<file path="src/rtl/fetch_op_queue.sv">
// ----------------------------------------------------------------------------
// fetch_op_queue
//
// Decoded-instruction FIFO between fetch/decode and issue/dispatch. Each entry
// holds the decoded fields of one instruction plus its fetch PC. The head
// entry is presented combinationally (first-word fall-through). foq_full is
// the fetch stall back to the processor. A mispredict flush empties the queue.
//
// Ports:
//   clk_in, rst_in      clock, asynchronous active-high reset
//   rdy_in              global ready; low freezes all state (flush included)
//   flush               mispredict flush, drops every entry
//   in_valid, in_*      offered instruction from decode
//   foq_full            queue cannot accept this cycle
//   out_valid, out_*    head entry, valid when the queue is non-empty
//   out_ready           issue stage takes the head entry this cycle
//   count               current occupancy, 0..DEPTH
// ----------------------------------------------------------------------------
module fetch_op_queue #(
    parameter int DEPTH_LOG2 = 3
) (
    input  logic                  clk_in,
    input  logic                  rst_in,
    input  logic                  rdy_in,
    input  logic                  flush,

    input  logic                  in_valid,
    input  logic [31:0]           in_pc,
    input  logic [4:0]            in_op,
    input  logic                  in_branch,
    input  logic                  in_ls,
    input  logic                  in_use_imm,
    input  logic [4:0]            in_rd,
    input  logic [4:0]            in_rs1,
    input  logic [4:0]            in_rs2,
    input  logic [31:0]           in_imm,
    input  logic                  in_jalr,
    output logic                  foq_full,

    output logic                  out_valid,
    input  logic                  out_ready,
    output logic [31:0]           out_pc,
    output logic [4:0]            out_op,
    output logic                  out_branch,
    output logic                  out_ls,
    output logic                  out_use_imm,
    output logic [4:0]            out_rd,
    output logic [4:0]            out_rs1,
    output logic [4:0]            out_rs2,
    output logic [31:0]           out_imm,
    output logic                  out_jalr,

    output logic [DEPTH_LOG2:0]   count
);

    localparam int DEPTH = 1 << DEPTH_LOG2;
    localparam logic [DEPTH_LOG2:0]   DEPTH_CNT = (DEPTH_LOG2 + 1)'(DEPTH);
    localparam logic [DEPTH_LOG2-1:0] PTR_ONE   = DEPTH_LOG2'(1);
    localparam logic [DEPTH_LOG2:0]   CNT_ONE   = (DEPTH_LOG2 + 1)'(1);

    typedef struct packed {
        logic [31:0] pc;
        logic [4:0]  op;
        logic        branch;
        logic        ls;
        logic        use_imm;
        logic [4:0]  rd;
        logic [4:0]  rs1;
        logic [4:0]  rs2;
        logic [31:0] imm;
        logic        jalr;
    } entry_t;

    entry_t                mem_q [DEPTH];
    entry_t                entry_in;
    entry_t                entry_head;

    logic [DEPTH_LOG2-1:0] head_q, head_d;
    logic [DEPTH_LOG2-1:0] tail_q, tail_d;
    logic [DEPTH_LOG2:0]   count_q, count_d;

    logic                  enq;
    logic                  deq;

    // Full/empty come from the count register only: when head == tail the
    // pointers alone cannot tell the two apart.
    assign foq_full  = (count_q == DEPTH_CNT);
    assign out_valid = (count_q != '0);
    assign count     = count_q;

    assign enq = rdy_in & in_valid  & ~foq_full & ~flush;
    assign deq = rdy_in & out_valid & out_ready & ~flush;

    assign entry_in = '{
        pc:      in_pc,
        op:      in_op,
        branch:  in_branch,
        ls:      in_ls,
        use_imm: in_use_imm,
        rd:      in_rd,
        rs1:     in_rs1,
        rs2:     in_rs2,
        imm:     in_imm,
        jalr:    in_jalr
    };

    // Head entry falls through; contents are meaningless while out_valid=0.
    assign entry_head  = mem_q[head_q];
    assign out_pc      = entry_head.pc;
    assign out_op      = entry_head.op;
    assign out_branch  = entry_head.branch;
    assign out_ls      = entry_head.ls;
    assign out_use_imm = entry_head.use_imm;
    assign out_rd      = entry_head.rd;
    assign out_rs1     = entry_head.rs1;
    assign out_rs2     = entry_head.rs2;
    assign out_imm     = entry_head.imm;
    assign out_jalr    = entry_head.jalr;

    // NOTE: every always_comb output gets a default first so no latch is
    // inferred on paths that do not assign it.
    always_comb begin
        head_d  = head_q;
        tail_d  = tail_q;
        count_d = count_q;
        if (rdy_in && flush) begin
            head_d  = '0;
            tail_d  = '0;
            count_d = '0;
        end else begin
            if (enq) tail_d = tail_q + PTR_ONE;
            if (deq) head_d = head_q + PTR_ONE;
            case ({enq, deq})
                2'b10:   count_d = count_q + CNT_ONE;
                2'b01:   count_d = count_q - CNT_ONE;
                default: count_d = count_q;
            endcase
        end
    end

    // NOTE: sequential state uses non-blocking assignments so every flop
    // samples the pre-edge values regardless of block ordering.
    always_ff @(posedge clk_in or posedge rst_in) begin
        if (rst_in) begin
            head_q  <= '0;
            tail_q  <= '0;
            count_q <= '0;
        end else begin
            head_q  <= head_d;
            tail_q  <= tail_d;
            count_q <= count_d;
        end
    end

    // NOTE: the storage array is deliberately not reset; occupancy is tracked
    // by count_q, so stale contents are never observed as valid.
    always_ff @(posedge clk_in) begin
        if (enq) mem_q[tail_q] <= entry_in;
    end

endmodule

</file>
<file path="config.mk">
export PLATFORM = sky130hd
export DESIGN_NAME = fetch_op_queue
export DESIGN_NICKNAME = d
export VERILOG_FILES = /design/src/rtl/fetch_op_queue.sv
export SDC_FILE = /design/constraint.sdc
export NUM_CORES = 1
export LEC_CHECK = 0
export ABC_CLOCK_PERIOD_IN_PS = 20500
export BUFFER_PORTS_ARGS = -buffer_cell sky130_fd_sc_hd__buf_4
export CAP_MARGIN = 20
export CELL_PAD_IN_SITES_DETAIL_PLACEMENT = 1
export CELL_PAD_IN_SITES_GLOBAL_PLACEMENT = 1
export CORE_MARGIN = 5
export CORE_UTILIZATION = 54
export DETAILED_ROUTE_END_ITERATION = 8
export GPL_ROUTABILITY_DRIVEN = 0
export PLACE_DENSITY = 0.83
export SYNTH_ARGS = -nofsm -noshare
export SYNTH_HDL_FRONTEND = slang
export SYNTH_SLANG_ARGS = --single-unit
</file>
<file path="constraint.sdc">
create_clock -name clk_in -period 20.5 [get_ports clk_in]
set_input_delay 4.1 -clock clk_in [delete_from_list [all_inputs] [get_ports clk_in]]
set_output_delay 4.1 -clock clk_in [all_outputs]
set_load 0.02 [all_outputs]
</file>
# Yosys cells after proc, flatten, opt, wreduce, memory -nomap -nowiden
# Memories as Yosys holds them, arrays and structs flattened.
# Index checks and enable logic that the tools add are counted.
[totals] ram_bits=704 reg_bits=10 n_memories=1 in_bits=94 romBits=0 latch_bits=0 output_inout_bits=94
[mem_list] memory="mem_q" depth=8 word_bits=88 rd=1 rd_clocked_by_memory_dff=0 write_ports=1 line_no="74" text="entry_t mem_q [DEPTH];"
[op_classes] muxes=8 n_eq_ne=3 n_div=0 order_cmp=0 reduce_logical=5 shift=0 n_bitwise=8 multipliers=0 n_addsub=4
[op_table] operator="$mux W3" n=4
[op_table] operator="$pmux W4 S2" n=1
[op_table] operator="$add A3 B1 Y3 const B" n=2
[op_table] operator="$and A1 B1 Y1" n=6
[op_table] operator="$add A4 B1 Y4 const B" n=1
[op_table] operator="$eq A4 B4 Y1 const B" n=1
[op_table] operator="$mux W4" n=1
[op_table] operator="$reduce_bool A2 Y1" n=2
[op_table] operator="$reduce_bool A4 Y1" n=1
[op_table] operator="$sub A4 B1 Y4 const B" n=1
[op_table] operator="$reduce_bool A3 Y1" n=1
[op_table] operator="$eq A2 B1 Y1 const B" n=1
[op_table] operator="$eq A2 B2 Y1 const B" n=1
[op_table] operator="$mux W1" n=2
[op_table] operator="$not A1 Y1" n=2
[op_table] operator="$logic_and A1 B1 Y1" n=1

# Depth between registers and ports, before layout
# Gate-level depths: netlist of the first run.
[depth] word_depth=7 mapped_depth=9

# Worst setup path before layout of the first run
# OpenSTA, ideal clock, no wires.
[synth_path] path_kind="input to register" start="input port rdy_in" end="memory mem_q[4][0] in the netlist's numbering (enable)" arrival_ns=11.214 required_time_ns=19.839 path_slack_ns=8.625 path_stages=5 cell_sequence="buf_2 and2b_1 nand3_2 or2_4 nor3b_1"
[synth_between] elab_chain_len=5
[synth_rtl] item="start: declaration" line_no="24" text="input logic rdy_in,"
[synth_rtl] item="$and A1 B1 Y1 (3 in a row)" line_no="91" text="assign enq = rdy_in & in_valid & ~foq_full & ~flush;"
[synth_rtl] item="$mux W1" line_no="158" text="if (enq) mem_q[tail_q] <= entry_in;"
[synth_rtl] item="$mux W1 (implied by the code)" line_no="158"
[synth_rtl] item="end: declaration" line_no="74"
# Every way passes these cells.

# Worst setup path in the final report of the first run
[layout_path] start="register head_q[2]" end="output port out_imm[13]"
[layout_between] elab_chain_len=1
[layout_rtl] item="start: declaration" line_no="78" text="logic [DEPTH_LOG2-1:0] head_q, head_d;"
[layout_rtl] item="start signal: assignment" line_no="145" text="head_q <= '0;"
[layout_rtl] item="start signal: assignment" line_no="149" text="head_q <= head_d;"
[layout_rtl] item="$mem_v2 Z8 W88"
[layout_rtl] item="end: declaration" line_no="50" text="output logic [31:0] out_imm,"
# Every way passes these cells.

==> metrics, run 1 <==
yosys warns 0; # rows 82; synthesized instance count approximately 1300; Final ANT Viol Nets 0; Synth area leader edfxtp_1; Comb pwr share 19.2%; RSZ-0062 raised after global routing false; die outline width ~230 um; Final #Nets approximately 1600; Internal between 2 and 3 mW; chip height 234 um; synth-to-layout area growth 16.8%; EDFF count, synth around 700; H-tree depth 3; vias post-DR around 13000; Post-CTS Setup Bufs 0; dpl ws 13090 ps; CORE AREA ~50000 um^2; first-pass GRT wire length roughly 90 mm; reg2reg setup slack ~17000 ps; R2R cell count 5; Fmax 132 MHz; Final Hold Violating Endpoints 0; Syn Area/Cell approximately 21 um^2; Layout Skew between 10 and 15 ps; total power roughly 3.7 mW; Seq pwr share between 40 and 50%; VDD IR max 0.0843 mV; Initial Util between 50 and 60%; Worst EP arrival 3500 ps; R2R Path End mem_q[3][66]; CP cell instances clkinv_2 > buf_4 > nand2_1 > nand2_1 > buf_4; initial antenna violation count 2; Seq/Total Area, Yosys between 70% and 80%; post-CTS sizing 0; Max Slew Vio Count 0; Net Switching about 0.96 mW; Die ar. 54800 um^2; post-synth net total around 1400; fin crit period 7600 ps; clock tree sinks 714; slowest stage delay, CP between 800 and 900 ps; cts bufs inserted between 70 and 80; TritonCTS clock tree yes; layout cells sized above 1 between 30 and 40%; Pleak ~11 nW; per-cell routed wire length ~27 um; ranking of synthesized cells by area edfxtp_1 78%, mux4_2 15%, nand2_1 3.7%; Buf+Inv Stages, Crit Path 3; clock buffer depth 3; Crit Path Max Fanout around 60; worst reg2reg path startpoint count[0]; worst slew pin tran about 1100 ps; worst hold path class flop to flop; ys async rst share 1.40%; I/O pin count 188; WL final 59.7 mm; # DRC 0; Sw Ratio approximately a quarter; Critical Path End out_imm[13]; I/O Buffers around 190; later-pin clock latency in the skew report 600 ps; top-area cell type share of the netlist area between 70% and 80%; post-route clock period utilization 37.1%; CTS Hold Buffers Added 0; HPWL after DPL ~33 mm; maxcap violations 0; Post-synth top flop edfxtp_1; commonest non-fill, non-tap cell in the layout edfxtp_1; Cell variety after synth 37; commonest non-fill, non-tap cells in the layout 704 x edfxtp_1, 268 x nand2_1, 209 x buf_4; drt via density between 5 and 6; Setup crit start kind flop; total track usage 22.3%; DRT Pass-1 Iters 5; clock root cell clkbuf_16; total global routing overflow 0; vias in the first global route 14317; Starting DRT DRC Count ~1100; Rel. slew slack around 24%; Final Worst Setup Slack 12900 ps; clk slew on worst S/H paths 60 ps; endpoint class of the critical path output pin; Crit Path Class flop to output pin; setup TNS 0 ps; Post-Syn Area roughly 27000 um^2; worst path required time around 16000 ps; status completed; largest net degree at the start of global routing 99; Crit path depth 5; CP max-delay cell dfrtp_4; clock share of power between 30% and 40%; crit path from head_q[2]; Yosys reg bits 714; Final setup viols 0; CP delay by family, top buffers and inverters; pwr/cell area around 120 nW/um^2
-- cells in the mapped netlist, types with 2 or more instances --
cell and n:
a21oi_1 7, clkbuf_1 14, buf_6 16, nand3_1 4, buf_1 10, buf_2 21, nor3_1 2, nand2_1 268
ha_1 5, dfrtp_1 10, nor2_1 3, o21ai_0 4, nor3b_1 4, mux4_2 176, inv_1 3, edfxtp_1 704
xnor2_1 2
-- worst reg2reg max path, stage by stage, from the launching register on --
cell,delay [ps]
dfrtp_1,500
or4b_1,240
nand4_1,300
nor3b_2,950
buf_4,530
buf_4,720
-- metal layers --
metal  up-vias  share of wire [%]  GRT usage, %
met2       356                 53          38.6
met5         -              0.012             0
met4         2                2.3          5.87
met3        93                5.6          4.69
met1      6896                 39          29.3
li1       5589                  -             -
-- area by class of cell --
type / instances / area [um^2]
Clock inverter: 49 / 492
Fill cell: 4118 / 18300
Timing Repair Buffer: 210 / 1590
Antenna cell: 1 / 2.50
Tap cell: 672 / 841
Sequential cell: 714 / 21400
Inverter: 4 / 16.3
Multi-Input combinational cell: 494 / 5390
Clock buffer: 88 / 1950
-- power groups by stage --
| stage | Clock, mW | Sequential (mW) | Combinational [mW] |
|---|---|---|---|
| detailed placement | 0 | 1.70 | 0.725 |
| finish | 1.34 | 1.67 | 0.713 |
| global route | 1.44 | 1.67 | 0.768 |
| floorplan | 0 | 1.67 | 0.519 |
| CTS | 1.37 | 1.67 | 0.730 |
| global placement | 0 | 1.70 | 0.711 |
-- worst min-delay path by stage --
| stage | startpoint | to | depth (start not counted) |
|---|---|---|---|
| final | tail_q[0] | tail_q[0] | 2 |
| after global routing | tail_q[0] | tail_q[0] | 2 |
| after CTS | tail_q[0] | tail_q[0] | 2 |
| after detailed placement | tail_q[0] | tail_q[0] | 2 |
| after global placement | tail_q[0] | tail_q[0] | 2 |
| after floorplan | tail_q[0] | tail_q[0] | 2 |
-- sequential cells by signal (all words and copies together) (netlist names) --
name,cells
mem_q,704
tail_q,3
count,4
head_q,3
-- cells by family after synthesis --
| logic type | Yosys count | share of synthesized area (%) |
|---|---|---|
| simple gates | 290 | 4.24 |
| compound gates | 17 | 0.378 |
| buf+inv | 65 | 1.44 |
| fa+ha+maj | 6 | 0.304 |
| xor+xnor | 3 | 0.0969 |
| mux | 178 | 14.7 |
| flops | 714 | 78.9 |
-- through the flow --
step | hold WS (ps) | std cells | instance area, um^2 | util [%]
detailed placement | 569 | 2094 | 29200 | 58.5
floorplan | 518 | 1273 | 27100 | -
global route | 635 | 2232 | 31700 | 63.4
global placement | 572 | 2094 | 29200 | 58.5
CTS | 586 | 2231 | 31700 | 63.4
finish | 593 | 2232 | 31700 | 63.4
No activity file was read; power rests on OpenSTA's default activity.
==> inputs of run 2 (changes only) <==
==> config.mk (replaced) <==
export PLATFORM = sky130hd
export DESIGN_NAME = fetch_op_queue
export DESIGN_NICKNAME = d
export VERILOG_FILES = /design/src/rtl/fetch_op_queue.sv
export SDC_FILE = /design/constraint.sdc
export NUM_CORES = 1
export LEC_CHECK = 0
export ABC_AREA = 1
export ABC_CLOCK_PERIOD_IN_PS = 7070
export BUFFER_PORTS_ARGS = -buffer_cell sky130_fd_sc_hd__buf_4
export CAP_MARGIN = 20
export CELL_PAD_IN_SITES_DETAIL_PLACEMENT = 1
export CELL_PAD_IN_SITES_GLOBAL_PLACEMENT = 1
export CORE_MARGIN = 5
export CORE_UTILIZATION = 49
export DETAILED_ROUTE_END_ITERATION = 8
export GPL_ROUTABILITY_DRIVEN = 0
export PLACE_DENSITY = 0.81
export SYNTH_ARGS = -nofsm -noshare
export SYNTH_HDL_FRONTEND = slang
export SYNTH_SLANG_ARGS = --single-unit
==> constraint.sdc (replaced) <==
create_clock -name clk_in -period 7.07 [get_ports clk_in]
set_input_delay 1.414 -clock clk_in [delete_from_list [all_inputs] [get_ports clk_in]]
set_output_delay 1.414 -clock clk_in [all_outputs]
set_load 0.02 [all_outputs]
==> run 2 against run 1 <==
Largest cell class unchanged. Critical path type unchanged. Sequential share of layout area is 2.4 points lower. Highest routed layer unchanged. Worst hold slack worse by 24 ps. Global-route usage is 1.5 points higher. Cell count is 53% higher. Power grew to 2.8 times the previous value. Die area is 15% higher. Combinational power grew to 2.8 times the previous value. Wire length is 28% higher. Area after synthesis is 5.4% higher. Count of clock-buffer cells in the layout is 3 higher. Sequential power grew to 2.9 times the previous value. Setup slack worse by 11000 ps.
==> metrics, run 2 <==
DR top layer met5; setup TNS 0 ps; maxcap violations 0; post-synth net total between 2000 and 3000; Biggest register mem_q; ranking of synthesized cells by area edfxtp_1 74%, nand2_1 13%, o21ai_0 3.2%; total global routing overflow 0; Layout Skew ~19 ps; routed length on met1 slightly above 30 mm; EDFF count, synth between 700 and 800; I/O Buffers around 190; Final Hold Violating Endpoints 0; TritonCTS clock tree yes; met2 routed WL between 30 and 40 mm; area of the multi-input gates 6470 um^2; Seq/Total Area, Yosys between 70% and 80%; first-pass GRT wire length 118 mm; largest net degree at the start of global routing ~180; clock share of power 35.0%; most common library cells after synthesis 996 x nand2_1, 704 x edfxtp_1, 185 x nor2_1; post-CTS sizing 0; post-route clock period utilization roughly 75%; hold_ws 569 ps; Final setup viols 0; Worst EP arrival just under 4000 ps; Cell variety after synth 23; DRT Pass-1 Iters 5; Sw Ratio 29.2%; Synth area leader edfxtp_1; top-area cell type share of the netlist area about three quarters; worst path required time 5660 ps; drt via density around 5.6; register area ~21000 um^2; later-pin clock latency in the skew report between 600 and 700 ps; Crit Path Max Fanout about 170; I/O pin count around 190; Syn Area/Cell 11.8 um^2; dpl ws between 2000 and 2500 ps; clk slew on worst S/H paths roughly 60 ps; Internal 7.39 mW; cts bufs inserted 74; status completed; Post-CTS Setup Bufs 0; fin crit period approximately 5300 ps; synth-to-layout area growth 14.8%; ys async rst share under 10%; HPWL after DPL between 30 and 40 mm; Die ar. 63300 um^2; vias post-DR around 19000; synthesized instance count around 2400; Crit Path Class flop to output pin; layout cells sized above 1 12.1%; die outline width around 250 um; worst slew pin tran between 1000 and 1500 ps; # rows roughly 90; CTS Hold Buffers Added 0; Yosys reg bits 714; RSZ-0062 raised after global routing false; Max Slew Vio Count 0; initial antenna violation count 11; pwr/cell area approximately 320 nW/um^2; vias in the first global route 20808; Setup crit start kind flop; Fmax roughly 190 MHz; Net Switching a little over 3 mW; met3 routed WL ~4.3 mm; chip height around 250 um; endpoint class of the critical path output pin; clock tree sinks roughly 710; Comb pwr share 19.2%; Final #Nets 2682; worst hold path class flop to flop; # DRC 0; WL final 76.4 mm; yosys warns 0; Final ANT Viol Nets 0; H-tree depth 3; FILL cells about 5900; CORE AREA ~58000 um^2; Initial Util 49.5%; max reg flops ~700; Post-Syn Area between 20000 and 30000 um^2; commonest non-fill, non-tap cell in the layout nand2_1; Seq pwr share ~46%; Post-synth top flop edfxtp_1; clock root cell clkbuf_16; clock buffer depth 3; Pleak roughly 12 nW; Rel. slew slack around a third; commonest non-fill, non-tap cells in the layout 996 x nand2_1, 704 x edfxtp_1, 202 x buf_4; top-count cell post-synth nand2_1; Final Worst Setup Slack 1770 ps; total track usage around a quarter; per-cell routed wire length about 22 um; VDD IR max ~0.2 mV; Starting DRT DRC Count about 1300
==> run 2: metal layers <==
metal	vias up	GRT usage, %
met4	10	9.37
met2	557	41.0
met1	9666	29.9
met5	-	0
li1	8628	-
met3	171	4.72
==> run 2: worst paths after layout <==
kind,startpoint,end,slack [ps],depth (start not counted)
max,head_q[0],out_rd[0],1770,9
min,tail_q[0],tail_q[0],570,2
max reg2reg,count[0],mem_q[4][27],4130,5
min reg2reg,tail_q[0],tail_q[0],570,2
max in group asynchronous,rst_in,head_q[0],5960,2
min in group asynchronous,rst_in,tail_q[1],790,2
==> run 2: final cells by class <==
type,count,area share [%]
Clock buffer,91,5.90
Sequential cell,714,65.2
Tap cell,765,2.92
Timing Repair Buffer,210,5.11
Antenna cell,7,0.0534
Clock inverter,39,0.873
Multi-Input combinational cell,1563,19.7
Inverter,19,0.252
==> run 2: cells by family after synthesis <==
family / synth area share [%]
buffers and inverters: 2.77
flip-flops: 74.8
AO/OA/AOI/OAI: 6.23
adder cells (fa/ha/maj): 0.289
XOR/XNOR: 0.0919
AND/OR/NAND/NOR: 15.8
==> run 2: power by group through the flow <==
stage	Sequential, mW	Combinational [mW]	Clock [mW]
floorplan	4.82	1.34	0
global placement	4.87	1.89	0
detailed placement	4.87	1.99	0
CTS	4.79	2.03	3.70
global route	4.79	2.21	3.91
finish	4.78	2.00	3.65
==> run 2: per-stage QoR <==
| stage | area (um^2) | power [mW] | cells | utilization [%] |
|---|---|---|---|---|
| finish | 32800 | 10.4 | 3408 | 56.8 |
| CTS | 32800 | 10.5 | 3400 | 56.7 |
| global route | 32800 | 10.9 | 3405 | 56.8 |
| detailed placement | 30600 | 6.87 | 3270 | 52.9 |
| floorplan | 28600 | 6.17 | 2432 | - |
| global placement | 30600 | 6.76 | 3270 | 52.9 |
==> run 2: worst max-delay path, cell delays in order (launching register included) <==
cell and delay [ps]:
dfrtp_4 810, inv_8 810, buf_12 520, nand2_1 190
nand2_1 120, nand2_1 60, o21ai_1 130, nand2_1 90
nand2_1 140, buf_4 150
